<file path="src/rtl/dreg_wbq.sv">
// Writeback queue: merges load-unit and execute-unit results into one in-order
// register-file write port, with per-register pending tracking.
module dreg_wbq #(
    parameter int BITNESS = 32,
    parameter int DEPTH   = 4
) (
    input  logic                         clk,
    input  logic                         rst,
    input  logic                         flush,
    input  logic                         ld_valid,
    output logic                         ld_ready,
    input  logic [4:0]                   ld_addr,
    input  logic [BITNESS-1:0]           ld_data,
    input  logic [1:0]                   ld_size,
    input  logic                         ex_valid,
    output logic                         ex_ready,
    input  logic [4:0]                   ex_addr,
    input  logic [BITNESS-1:0]           ex_data,
    input  logic [1:0]                   ex_size,
    output logic                         w,
    output logic [4:0]                   wa,
    output logic [BITNESS-1:0]           wval,
    output logic [BITNESS-1:0]           mask,
    output logic [31:0]                  pending,
    output logic [$clog2(DEPTH+1)-1:0]   count
);

    localparam int CW = $clog2(DEPTH+1);
    localparam int PW = $clog2(DEPTH);

    typedef struct packed {
        logic [4:0]         addr;
        logic [BITNESS-1:0] data;
        logic [1:0]         size;
    } entry_t;

    entry_t        mem [DEPTH];
    logic [PW-1:0] rd_ptr, wr_ptr;
    logic          ld_push, ex_push;
    logic [1:0]    n_push;
    entry_t        head;

    function automatic logic [PW-1:0] wrap_add(input logic [PW-1:0] p, input int inc);
        int s;
        s = int'(p) + inc;
        if (s >= DEPTH) s = s - DEPTH;
        return PW'(s);
    endfunction

    function automatic logic [BITNESS-1:0] size_mask(input logic [1:0] size);
        logic [BITNESS-1:0] m;
        int                 width;
        width = 8 << size;
        m = '0;
        for (int i = 0; i < BITNESS; i++) m[i] = (i < width);
        return m;
    endfunction

    // Ready looks only at registered occupancy, so a same-cycle pop never frees a slot.
    always_comb begin
        // NOTE: every output of this block gets a default first so no latch is inferred.
        ld_ready = !flush && (count < CW'(DEPTH));
        ex_ready = !flush && ((count < CW'(DEPTH-1)) || ((count == CW'(DEPTH-1)) && !ld_valid));
        ld_push  = ld_valid && ld_ready;
        ex_push  = ex_valid && ex_ready;
        n_push   = 2'(ld_push) + 2'(ex_push);
        w        = (count != '0) && !flush;
        head     = mem[rd_ptr];
        wa       = '0;
        wval     = '0;
        mask     = '0;
        if (count != '0) begin
            wa   = head.addr;
            wval = head.data;
            mask = size_mask(head.size);
        end
    end

    // Occupied slots are the count entries starting at rd_ptr, modulo DEPTH.
    always_comb begin
        int off;
        pending = '0;
        for (int i = 0; i < DEPTH; i++) begin
            off = i - int'(rd_ptr);
            if (off < 0) off = off + DEPTH;
            if (off < int'(count)) begin
                pending[mem[i].addr] = 1'b1;
                if (!mem[i].addr[4]) pending[{1'b1, mem[i].addr[3:0]}] = 1'b1;
            end
        end
    end

    // NOTE: storage is not reset; only pointers and count define which slots are live.
    always_ff @(posedge clk) begin
        if (ld_push) mem[wr_ptr] <= '{addr: ld_addr, data: ld_data, size: ld_size};
        if (ex_push) mem[ld_push ? wrap_add(wr_ptr, 1) : wr_ptr] <= '{addr: ex_addr, data: ex_data, size: ex_size};
    end

    // NOTE: state registers use non-blocking assignments so all updates see pre-edge values.
    always_ff @(posedge clk) begin
        if (rst) begin
            rd_ptr <= '0;
            wr_ptr <= '0;
            count  <= '0;
        end else if (flush) begin
            rd_ptr <= '0;
            wr_ptr <= '0;
            count  <= '0;
        end else begin
            wr_ptr <= wrap_add(wr_ptr, int'(n_push));
            rd_ptr <= wrap_add(rd_ptr, int'(w));
            count  <= count + CW'(n_push) - CW'(w);
        end
    end

endmodule
</file>
<file path="config.mk">
export PLATFORM = sky130hd
export DESIGN_NAME = dreg_wbq
export DESIGN_NICKNAME = d
export VERILOG_FILES = /design/src/rtl/dreg_wbq.sv
export SDC_FILE = /design/constraint.sdc
export NUM_CORES = 1
export LEC_CHECK = 0
export ABC_AREA = 0
export BUFFER_PORTS_ARGS = -buffer_cell sky130_fd_sc_hd__clkbuf_2
export CAP_MARGIN = 20
export CORE_ASPECT_RATIO = 0.8
export CORE_MARGIN = 8
export CORE_UTILIZATION = 45
export CTS_CLUSTER_DIAMETER = 30
export CTS_CLUSTER_SIZE = 24
export DETAILED_ROUTE_END_ITERATION = 8
export PLACE_DENSITY = 0.65
export SETUP_SLACK_MARGIN = 0.3
export SYNTH_ARGS = -nofsm -noshare
export SYNTH_HDL_FRONTEND = slang
export SYNTH_SLANG_ARGS = --single-unit
</file>
<file path="constraint.sdc">
create_clock -name clk -period 7.31 [get_ports clk]
set_input_delay 2.193 -clock clk [delete_from_list [all_inputs] [get_ports clk]]
set_output_delay 2.193 -clock clk [all_outputs]
set_load 0.03 [all_outputs]
</file>
==> qor.csv <==
stage,metric,value,unit
timing,Final Cycle Share,74.7,%
grt,Overall Global Routing Usage,19.3,%
drt,Routed WL per cell,22.3,um
final_layout,most frequent cells in the layout,"clkbuf_2, edfxtp_1, mux2_2",
drt,# DRC,0,
timing,"Hold Vio Cnt, Final",0,
die,FP Rows,48,
timing,Worst Tran Pin Value,0.972,ns
critical_path,Crit. Startpoint,rd_ptr[0],
clock_tree,H-tree depth,4,
critical_path,critical path arrival,3.27,ns
clock_tree,Worst-Skew Late Latency,0.42,ns
final_layout,"commonest non-fill, non-tap cell in the layout",clkbuf_2,
critical_path,Reg2Reg Depth,7,
timing,Setup TNS Final,0,ns
die,Placeable Area,21700,um2
clock_tree,clk sinks,163,
drt,total number of vias,6870,
drt,mean number of vias per cell,5.73,
timing,Slew HR,35.0,%
timing,Final Critical Period,5.46,ns
placement,RD Place Congestion,1.00,
logic_synthesis,Post-synth ARST share,0,%
drt,Routed WL,26700,um
final_layout,P&R area growth vs syn,15.8,%
clock_tree,TritonCTS Buffers,17,
logic_synthesis,Synth warnings,0,
grt,first-pass GRT wire length,40900,um
timing,endpoints failing setup,0,
clock_tree,CTS Root Cell,clkbuf_16,
final_layout,area of the multi-input gates,4660,um2
power_and_ir_drop,Worst VDD drop,124,uV
critical_path,Crit Path Category,register to output pin,
timing,final slew viol count,0,
grt,number of global-route vias before repair,7120,
grt,pin count of the biggest net entering global routing,41,
critical_path,reg2reg start,count[2],
final_layout,# fillers,1824,
final_layout,layout cell share with drive strength beyond 1,43.8,%
logic_synthesis,Synth cell types,51,
critical_path,CP Capture Type,output pin,
drt,Pre-antenna DRT Iters,6,
power_and_ir_drop,Static Leak,4.18,nW
die,area of the die,27300,um2
final_layout,"Design Area, Final",11600,um2
die,# IOs,190,
logic_synthesis,Synth Register Bits,163,
run,Max Cap Viol,0,
logic_synthesis,Mapped Nets,834,
logic_synthesis,Synth Flop Type,edfxtp_1,
die,Die Y,149,um
logic_synthesis,number of synthesized flops with an enable pin,156,
final_layout,number of diodes,0,
timing,Fmax,183,MHz
hold_path,hold crit path type,register to register,
die,Die X,183,um
grt,gr ovfl total,0,
critical_path,Worst Path Max Fanout,19,
logic_synthesis,Syn Inst Count,736,
critical_path,worst endpoint required time,5.12,ns
critical_path,r2r setup slk,3.94,ns
clock_tree,"Hold-fix buffers, CTS",0,
logic_synthesis,register area share after synthesis,48.3,%
logic_synthesis,Post-Syn Area,10000,um2
clock_tree,clock-pin slew on the worst setup and hold paths,0.07,ns
clock_tree,CTS tree,yes,
outcome,outcome,finished clean,
timing,setup repair after global routing missed its margin,false,
placement,IO Port Bufs,189,
critical_path,Critical Path End,pending[26],
clock_tree,postcts setup bufs,0,
critical_path,FF-to-FF End,mem[2][23],
clock_tree,clk buf depth,2,
placement,dpl hpwl,17700,um
final_layout,nets,983,
grt,initial antenna violation count,2,
drt,drt initial violations,663,
logic_synthesis,Syn Area/Cell,13.6,um2
final_layout,Reg area,4830,um2
power_and_ir_drop,Cell Pwr Density,239,nW/um2
die,Initial Util,46.1,%
clock_tree,post-cts resize count,0,
placement,placed inst area,11000,um2
drt,Final ANT Viol Nets,0,
timing,Fin Clk Skew,0.0102,ns
critical_path,CP startpoint kind,register,
-- sequential cells by signal, indices dropped and copies added (netlist names) --
signal / cells
mem: 156
rd_ptr: 2
wr_ptr: 2
count: 3
-- kinds of logic (layout without fill, tap and decap cells) --
kind of cell | Yosys count | in the layout | share of synthesized area [%]
AOI/OAI and AO/OA | 82 | 82 | 7.05
buffers and inverters | 89 | 251 | 5.44
DFF | 163 | 163 | 48.3
adders and majority gates | 15 | 15 | 1.95
muxes | 196 | 196 | 26.5
and+or+nand+nor | 185 | 185 | 10.3
xor gates and xnor gates | 6 | 6 | 0.526
-- cells in the mapped netlist (all sizes together) (4+ instances only) --
| cell type | count | area, um2 |
|---|---|---|
| buf | 57 | 424 |
| nand4 | 4 | 25.0 |
| and2 | 4 | 25.0 |
| o211ai | 23 | 173 |
| nor2b | 62 | 395 |
| nand2b | 6 | 40.0 |
| nand2 | 23 | 86.3 |
| nor2 | 25 | 93.8 |
| inv | 16 | 60.1 |
| dfxtp | 7 | 140 |
| a2111oi | 4 | 110 |
| nand3 | 35 | 175 |
| xnor2 | 5 | 43.8 |
| a22oi | 28 | 210 |
| o2111ai | 5 | 43.8 |
| nor3 | 11 | 55.1 |
| mux4 | 39 | 878 |
| mux2 | 156 | 1760 |
| clkbuf | 16 | 60.1 |
| o21ai | 9 | 52.6 |
| edfxtp | 156 | 4680 |
| ha | 14 | 175 |
-- stage by stage --
step                      utilization (%)  hold slack (ns)  power (mW)  cells  setup WS [ns]
after floorplan                         -            0.537        1.68    736           1.94
after global placement               50.6            0.786        1.85   1165           2.31
after detailed placement             50.6            0.774        1.86   1165           2.26
after CTS                            53.4            0.795        2.78   1197           1.84
after global routing                 53.4            0.843        2.86   1198           1.70
final                                53.4            0.799        2.77   1198           1.85
-- where the power goes --
group          total (mW)  internal [mW]  switching [mW]
clock network       0.927          0.543           0.384
registers            1.11           1.09          0.0293
logic               0.724          0.236           0.488
-- critical path: stages (launching register included) --
cell	delay, ns
dfxtp_2	0.73
xor2_1	0.23
inv_1	0.06
ha_1	0.28
nor2b_1	0.19
a2111oi_4	0.71
a22oi_1	0.19
o211ai_1	0.19
clkbuf_2	0.25
-- how the worst min path moves through the flow --
stage	slack, ns	from	depth (start not counted)	to
3_5_place_dp	0.77	wr_ptr[1]	3	wr_ptr[1]
6_report	0.80	wr_ptr[1]	3	wr_ptr[1]
5_1_grt	0.84	wr_ptr[1]	3	wr_ptr[1]
2_1_floorplan	0.54	rd_ptr[0]	2	rd_ptr[0]
4_1_cts	0.79	wr_ptr[1]	3	wr_ptr[1]
3_3_place_gp	0.79	wr_ptr[0]	2	wr_ptr[0]
-- routing by layer --
| metal | vias to the layer above | share of wire, % | GRT usage, % |
|---|---|---|---|
| met1 | 3398 | 44 | 25.8 |
| met4 | 4 | 1.5 | 4.95 |
| met5 | - | 0.10 | 0 |
| li1 | 3135 | - | - |
| met3 | 45 | 8.0 | 5.84 |
| met2 | 288 | 47 | 30.4 |
-- final cells by class --
class	count	area share (%)
Clock buffer	18	3.71
Timing Repair Buffer	203	9.08
Multi-Input combinational cell	484	40.2
Tap cell	300	3.24
Inverter	16	0.519
Sequential cell	163	41.7
Clock inverter	14	1.51
(Power assumes the default switching activity.)
